<file path="config.mk">
export PLATFORM = sky130hd
export DESIGN_NAME = led_seq_ctrl
export DESIGN_NICKNAME = d
export VERILOG_FILES = /design/src/rtl/led_seq_ctrl.sv
export SDC_FILE = /design/constraint.sdc
export NUM_CORES = 1
export LEC_CHECK = 0
export BUFFER_PORTS_ARGS = -buffer_cell sky130_fd_sc_hd__buf_4
export CELL_PAD_IN_SITES_DETAIL_PLACEMENT = 0
export CELL_PAD_IN_SITES_GLOBAL_PLACEMENT = 2
export CORE_MARGIN = 10
export CORE_UTILIZATION = 40
export CTS_CLUSTER_DIAMETER = 150
export CTS_CLUSTER_SIZE = 40
export DETAILED_ROUTE_END_ITERATION = 7
export GPL_ROUTABILITY_DRIVEN = 0
export PLACE_DENSITY_LB_ADDON = 0.25
export SYNTH_ARGS = -nofsm -noshare
export SYNTH_HDL_FRONTEND = slang
export SYNTH_SLANG_ARGS = --single-unit
</file>
<file path="constraint.sdc">
create_clock -name clk -period 3.4 [get_ports clk]
set_input_delay 0.51 -clock clk [delete_from_list [all_inputs] [get_ports clk]]
set_output_delay 0.51 -clock clk [all_outputs]
set_load 0.02 [all_outputs]
</file>
<file path="src/rtl/led_seq_ctrl.sv">
// LED pattern controller: conditions two pushbuttons, holds mode/speed, and steps
// a one-hot LED position on a configurable period (bounce or rotate pattern).
module led_seq_ctrl #(
  parameter int TICK_CYCLES_1S  = 125_000_000,
  parameter int SLOW_MULT       = 3,
  parameter int DEBOUNCE_CYCLES = 1_250_000
) (
  input  logic       clk,
  input  logic       rst,
  input  logic       btn0,
  input  logic       btn1,
  output logic [3:0] leds,
  output logic       mode,
  output logic       speed,
  output logic       step_tick
);

  localparam int SLOW_CYCLES = SLOW_MULT * TICK_CYCLES_1S;
  localparam int CW = $clog2(SLOW_CYCLES);
  localparam int DW = $clog2(DEBOUNCE_CYCLES + 1);
  localparam logic [CW-1:0] FAST_LAST = CW'(TICK_CYCLES_1S - 1);
  localparam logic [CW-1:0] SLOW_LAST = CW'(SLOW_CYCLES - 1);
  localparam logic [DW-1:0] DB_LAST   = DW'(DEBOUNCE_CYCLES - 1);

  typedef enum logic [2:0] {
    POS_0 = 3'd0,
    POS_1 = 3'd1,
    POS_2 = 3'd2,
    POS_3 = 3'd3,
    POS_4 = 3'd4,
    POS_5 = 3'd5
  } pos_t;

  // Button conditioning; bit 0 is btn0 (mode), bit 1 is btn1 (speed).
  logic [1:0]    btn_raw;
  logic [1:0]    sync1;
  logic [1:0]    sync2;
  logic [1:0]    deb;
  logic [1:0]    deb_q;
  logic [1:0]    press;
  logic [DW-1:0] db_cnt [2];

  assign btn_raw = {btn1, btn0};

  always_ff @(posedge clk) begin
    if (rst) begin
      sync1 <= '0;
      sync2 <= '0;
      deb   <= '0;
      deb_q <= '0;
      for (int i = 0; i < 2; i++) db_cnt[i] <= '0;
    end else begin
      sync1 <= btn_raw;
      sync2 <= sync1;
      deb_q <= deb;
      for (int i = 0; i < 2; i++) begin
        if (sync2[i] == deb[i]) begin
          db_cnt[i] <= '0;
        end else if (db_cnt[i] == DB_LAST) begin
          deb[i]    <= sync2[i];
          db_cnt[i] <= '0;
        end else begin
          db_cnt[i] <= db_cnt[i] + DW'(1);
        end
      end
    end
  end

  assign press = deb & ~deb_q;

  // Step timer and position state.
  pos_t          pos;
  pos_t          pos_nxt;
  logic [CW-1:0] cnt;
  logic [CW-1:0] cnt_nxt;
  logic [CW-1:0] cnt_last;
  logic          mode_nxt;
  logic          speed_nxt;
  logic [3:0]    leds_nxt;

  always_ff @(posedge clk) begin
    if (rst) begin
      pos   <= POS_0;
      cnt   <= '0;
      mode  <= 1'b0;
      speed <= 1'b0;
      leds  <= 4'b0001;
    end else begin
      pos   <= pos_nxt;
      cnt   <= cnt_nxt;
      mode  <= mode_nxt;
      speed <= speed_nxt;
      leds  <= leds_nxt;
    end
  end

  always_comb begin
    cnt_last  = speed ? SLOW_LAST : FAST_LAST;
    pos_nxt   = pos;
    cnt_nxt   = cnt + CW'(1);
    mode_nxt  = mode;
    speed_nxt = speed;
    step_tick = 1'b0;
    leds_nxt  = 4'b0001;
    // A press restarts the period and takes priority over a terminal count.
    if (press[0] || press[1]) begin
      cnt_nxt = '0;
      if (press[0]) begin
        mode_nxt = ~mode;
        pos_nxt  = POS_0;
      end
      if (press[1]) speed_nxt = ~speed;
    end else if (cnt == cnt_last) begin
      cnt_nxt   = '0;
      step_tick = ~rst;
      case (pos)
        POS_0:   pos_nxt = POS_1;
        POS_1:   pos_nxt = POS_2;
        POS_2:   pos_nxt = POS_3;
        POS_3:   pos_nxt = mode ? POS_0 : POS_4;
        POS_4:   pos_nxt = POS_5;
        default: pos_nxt = POS_0;
      endcase
    end
    case (pos_nxt)
      POS_0:   leds_nxt = 4'b0001;
      POS_1:   leds_nxt = 4'b0010;
      POS_2:   leds_nxt = 4'b0100;
      POS_3:   leds_nxt = 4'b1000;
      POS_4:   leds_nxt = 4'b0100;
      POS_5:   leds_nxt = 4'b0010;
      default: leds_nxt = 4'b0001;
    endcase
  end

endmodule

</file>
==> metrics, run 1 <==
CP arrival=2.24 ns; most instantiated cells after synthesis=nor2_1 (91), dfxtp_1 (46), edfxtp_1 (42); initial antenna violation count=0; CP Max Fanout=5; internal power consumption=0.00158 W; Async SR Flop Fraction=0%; Inst Count DP=609; post-DP HPWL=5.69 mm; Placeable Area=10400 um^2; Tot Pwr=0.00203 W; Pleak=1.73 nW; Initial Util=41.3%; Inserted Clock Buffers=9; top cell type's share of synthesized area=29.4%; Ys Warns=0; CP Capture Type=output pin; CTS sink cnt=88; max cap viols=0; Skew-Pair Late Insertion Delay=0.36 ns; drt pass-1 iters=6; # fillers=1012; Tcrit/Tclk final=80.8%; initial drt markers=89; largest net degree at the start of global routing=22; fin area=4860 um^2; nets=491; Post-DP Area=4650 um^2; Max Fclk=364 MHz; post-layout util=46.9%; setup TNS=0 ns; vias in the first global route=3077; Wirelength per Cell=12.7 um; Port Buf Inserts=10; # hold bufs at CTS=0; Hold Crit Class=in2reg; postcts setup bufs=0; IO Count=11; DRC Markers=0; die area=15300 um^2; GRT Overall Usage=11.7%; Synth area leader=edfxtp_1; minimum clock period=2.75 ns; Synth Flop Type=dfxtp_1; slew margin rel.=52.0%; multi-input logic area=2170 um^2; die span in y=124 um; non-filler instance count after layout=625; RSZ-0062 raised after global routing=no; Syn Inst Count=431; CP Data Required Time=2.89 ns; synth top area cells=edfxtp_1 (29%), dfxtp_1 (21%), nor2_1 (8.0%), xor2_1 (7.2%), xnor2_1 (6.3%); Seq cells post-synth=88; first-pass GRT wire length=14.3 mm; Placement Rows=37; CP startpoint kind=flip-flop; diode count=0; sequential share of power=57.6%; outcome=finished clean; via count=3043; unique cell type count in the Yosys netlist=44; post_cts resized=0; Via density=4.87; Clock Skew=0.00875 ns; Post-Syn Area=4290 um^2; Synth Area per Inst=9.95 um^2; post-synthesis sequential area ratio=50.9%; P_sw=0.000447 W; maximum vdd drop=0.000249 V; Clock Power Share=38.5%; Routed WL=7.94 mm; Chip Width=124 um; most common cell in the netlist=nor2_1; CTS tree=done; Fin. Hold Viols=0; clk root buf=clkbuf_8; Clock transition at path regs=0.09 ns; actual slew at the worst max-slew pin=0.720 ns; max-slew violation count=0; Net Sw Frac=22.0%; # setup viols final=0; Clock Tree Buf Depth=2; Antenna Nets Post-Route=0; Logic pwr share=3.9%; EDFF count, synth=42; synth-to-layout area growth=13.3%; Pwr Density=417 nW/um^2; share of cells above drive strength 1=7.16%; register area=2180 um^2; H-tree levels=3; critical path class=reg2out; total gr overflow=0
==> metrics by stage <==
stage / setup slack (ns) / hold WS (ns)
final: 0.654 / 0.361
after detailed placement: 0.902 / 0.431
after global routing: 0.364 / 0.349
after global placement: 0.960 / 0.421
after CTS: 0.562 / 0.342
after floorplan: 1.07 / 0.414
==> cell families after synthesis <==
family	count (synthesis)	share of synthesized area (%)
DFF	88	50.9
adders and majority gates	3	0.876
muxes	3	0.701
and+or+nand+nor	231	28.5
xor gates and xnor gates	66	13.5
AOI/OAI and AO/OA	19	3.53
other	1	0.0875
buffers and inverters	20	1.96
==> sequential cells by signal, summed over array words and instances, names as in the netlist <==
signal  cells
db_cnt     42
cnt        29
sync2       2
leds        4
mode        1
sync1       2
deb_q       2
pos         3
speed       1
deb         2
==> power groups by stage <==
stage | Sequential [W] | Combinational, W | Clock (W)
after CTS | 0.00117 | 0.0000794 | 0.000814
after detailed placement | 0.00119 | 0.0000789 | 0
final | 0.00117 | 0.0000794 | 0.000780
after global placement | 0.00119 | 0.0000774 | 0
after global routing | 0.00117 | 0.0000925 | 0.000861
after floorplan | 0.00119 | 0.0000599 | 0
==> critical path: stages, from the launching register on <==
cell and delay, ns:
dfxtp_1 0.36, nor4b_1 0.33, nand4_1 0.35, a211oi_2 0.38
nor3b_1 0.27, buf_4 0.18
==> path summary, 6_finish.rpt <==
kind	end	cells after the start	slack [ns]	from
worst min-delay path	sync1[1]	2	0.36	btn1
worst min register to register	sync2[0]	1	0.45	sync1[0]
worst max register to register	db_cnt[1][2]	4	0.93	db_cnt[1][13]
worst max-delay path	step_tick	5	0.65	cnt[13]
==> layout make-up <==
cell class              count  area share [%]
clock buffers              10            2.63
clock inverters             6            1.73
inverters                  10           0.773
multi-input cells         364            44.8
flip-flops and latches     88            44.9
well taps                 136            3.50
repair buffers             11            1.70
==> placed cells by master, fill, tap and decap left out, types with 2 or more instances in the layout <==
cell type   count
nor2_1         91
nand2_1        30
edfxtp_1       42
clkinvlp_4      2
nor4b_1         6
inv_1          10
nand2b_1        3
nand3_1        23
o21ai_0         5
buf_4          11
nand4_1        15
xor2_1         35
dfxtp_1        46
or4_1           2
mux2i_1         3
conb_1         42
nor3_1          7
nor2b_1         9
bufinv_16       2
ha_1            3
and3_1         12
and4_1         10
clkbuf_8        9
a21oi_1         7
xnor2_1        31
nor4b_2         3
nor3b_1         3
or3_1           6
and2_1          2
==> layer usage <==
layer  wire length [um]  global-route usage [%]  vias to the layer above  part of all wire [%]
met5                  0                       0                        -                     0
met4                129                    4.44                        0                   1.6
met3                206                    3.19                       11                   2.6
met2               3740                    18.9                       24                    47
met1               3860                    14.5                     1438                    49
li1                   -                       -                     1570                     -
No activity file was read; power rests on OpenSTA's default activity.
==> inputs of run 2 (changes only) <==
--- a/config.mk
+++ b/config.mk
@@ -9,7 +9,7 @@
 export CELL_PAD_IN_SITES_DETAIL_PLACEMENT = 0
 export CELL_PAD_IN_SITES_GLOBAL_PLACEMENT = 2
 export CORE_MARGIN = 10
-export CORE_UTILIZATION = 40
+export CORE_UTILIZATION = 37
 export CTS_CLUSTER_DIAMETER = 150
 export CTS_CLUSTER_SIZE = 40
 export DETAILED_ROUTE_END_ITERATION = 7
==> constraint.sdc (replaced) <==
create_clock -name clk -period 2.4 [get_ports clk]
set_input_delay 0.36 -clock clk [delete_from_list [all_inputs] [get_ports clk]]
set_output_delay 0.36 -clock clk [all_outputs]
set_load 0.02 [all_outputs]
==> run 2 against run 1 <==
  * Final cell count grew 3.4%
  * Register-to-register slack got worse by 0.78 ns
  * Non-clock buffer count grew 14
  * Via count rose by 1.1%
  * Largest cell class is now multi-input gates
==> metrics, run 2 (synthesis results as in run 1) <==
outcome=finished clean; # setup viols final=0 (unchanged); max FFs per register=42 (unchanged); largest registers=db_cnt x42, cnt x29, leds x4; non-filler instance count after layout=646 (+3.4%); Max Fclk=435 MHz; Clock transition at path regs=0.06 ns (-0.03 ns); Fin. Hold Viols=0 (unchanged); most common cell after layout, fill and taps aside=nor2_1; Hold Crit Class=in2reg; IO Count=11 (unchanged); share of cells above drive strength 1=10.7% (+3.6 points); max cap viols=0 (unchanged); minimum clock period=2.30 ns; Placement Rows=39 (+5.4%); slew margin rel.=67.0% (+15 points); # hold bufs at CTS=0 (unchanged); Via density=4.76 (-2.2%); CP Max Fanout=4 (-1); initial drt markers=126 (+42%); critical path's slowest cell=dfxtp_1; Antenna Nets Post-Route=0 (unchanged); Tcrit/Tclk final=95.8%; total gr overflow=0 (unchanged); vias in the first global route=3034 (-1.4%); maximum vdd drop=0.000361 V (+45%); Worst path max stage delay=0.36 ns (-0.02 ns); Placeable Area=11400 um^2 (+9.6%); Inst Count DP=626 (+2.8%); GRT Overall Usage=11.0% (-0.66 points); CP top delay family=simple AND/OR/NAND/NOR gates; CP startpoint kind=flip-flop; CP cell instances=nor4b_4 -> nand4b_4 -> a211oi_4 -> nor3b_2 -> buf_4; nets=505 (+2.9%); max-slew violation count=0 (unchanged); synth-to-layout area growth=19.6%; Tot Pwr=0.00307 W (+52%); setup TNS=0 ns (unchanged); Wirelength per Cell=12.9 um (+1.7%); drt pass-1 iters=4 (-2); Port Buf Inserts=10 (unchanged); Inserted Clock Buffers=9 (unchanged); critical path class=reg2out; most frequent cells in the layout=nor2_1 (91), dfxtp_1 (45), edfxtp_1 (42), conb_1 (42), xor2_1 (35); actual slew at the worst max-slew pin=0.488 ns (-0.233 ns); setup slack at placement=0.143 ns (-0.759 ns); Biggest register=db_cnt; CTS sink cnt=88 (unchanged); # fillers=1126 (+11%); CP arrival=1.94 ns (-0.30 ns); Skew-Pair Late Insertion Delay=0.34 ns (-0.02 ns); crit path buf inv count=1 (unchanged); first-pass GRT wire length=14.6 mm (+1.8%); WHS=0.239 ns (-0.122 ns); Pwr Density=599 nW/um^2 (+44%); via count=3075 (+1.1%); Pleak=1.87 nW (+8.6%); CTS tree=done; diode count=0 (unchanged); DRC Markers=0 (unchanged); largest net degree at the start of global routing=22 (unchanged); initial antenna violation count=0 (unchanged); Clock Tree Buf Depth=2 (unchanged); Routed WL=8.34 mm (+5.1%); Clock Skew=0.00646 ns (-0.00229 ns); clk root buf=clkbuf_16; die span in y=128 um (+3.3%); Initial Util=37.7% (-3.6 points); CP Data Required Time=2.04 ns (-0.85 ns); H-tree levels=3 (unchanged); Chip Width=128 um (+3.3%); die area=16300 um^2 (+6.8%); CP Capture Type=output pin; post-DP HPWL=5.87 mm (+3.2%); Final WS setup=0.101 ns (-0.554 ns)
run 2: cell types whose count changed in the layout (fill, tap and decap cells not counted), moves of 2 or more:
cell       change
buf_12         +2
clkbuf_16      +9
buf_4         +12
bufinv_16      -2
clkbuf_8       -8
clkbuf_1       +2
run 2: worst register-to-register path, stage by stage, from the launching register on:
cell      delay, ns
dfxtp_1        0.37
nor4bb_2       0.29
nand4_1        0.22
buf_4          0.21
buf_4          0.14
a2111o_1       0.34
o211ai_1       0.15
nand2_1        0.13
a211o_1        0.28
run 2: area by class of cell:
type / instances / area [um^2] / share of cell area, %
Clock inverter: 3 / 17.5 / 0.342
Timing Repair Buffer: 25 / 213 / 4.15
Tap cell: 143 / 179 / 3.49
Inverter: 10 / 37.5 / 0.732
Clock buffer: 13 / 250 / 4.88
Sequential cell: 88 / 2180 / 42.6
Multi-Input combinational cell: 364 / 2250 / 43.8
run 2: final timing paths:
check	from	endpoint	slack [ns]	cells past startpoint
setup / recovery	cnt[14]	step_tick	0.10	5
hold / removal	btn1	sync1[1]	0.24	2
setup reg to reg	cnt[22]	leds[0]	0.15	8
hold reg to reg	sync1[1]	sync2[1]	0.44	1
run 2: metrics by stage:
stage          instance area, um^2  utilization (%)
3_5_place_dp                  4760             41.8
3_3_place_gp                  4760             41.8
2_1_floorplan                 4440                -
5_1_grt                       5130             45.1
6_report                      5130             45.1
4_1_cts                       5080             44.7
run 2: metal layers:
metal	GRT usage [%]	vias to the layer above	wire length (um)
li1	-	1602	-
met1	13.9	1436	4070
met3	2.98	12	271
met5	0	-	0
met2	17.3	25	3860
met4	4.77	0	138
run 2: power by group:
| part | switching, W | internal, W | leakage, nW |
|---|---|---|---|
| clock network | 0.000567 | 0.000728 | 0.130 |
| logic | 0.0000691 | 0.0000510 | 0.939 |
| registers | 0.0000420 | 0.00161 | 0.806 |
run 2: timing repair:
action | CTS | global route
pin swaps | 2 | 2
resized for setup | 5 | 6
cloned | 0 | 0
setup endpoints to repair | 1 | 6
setup buffers | 2 | 2
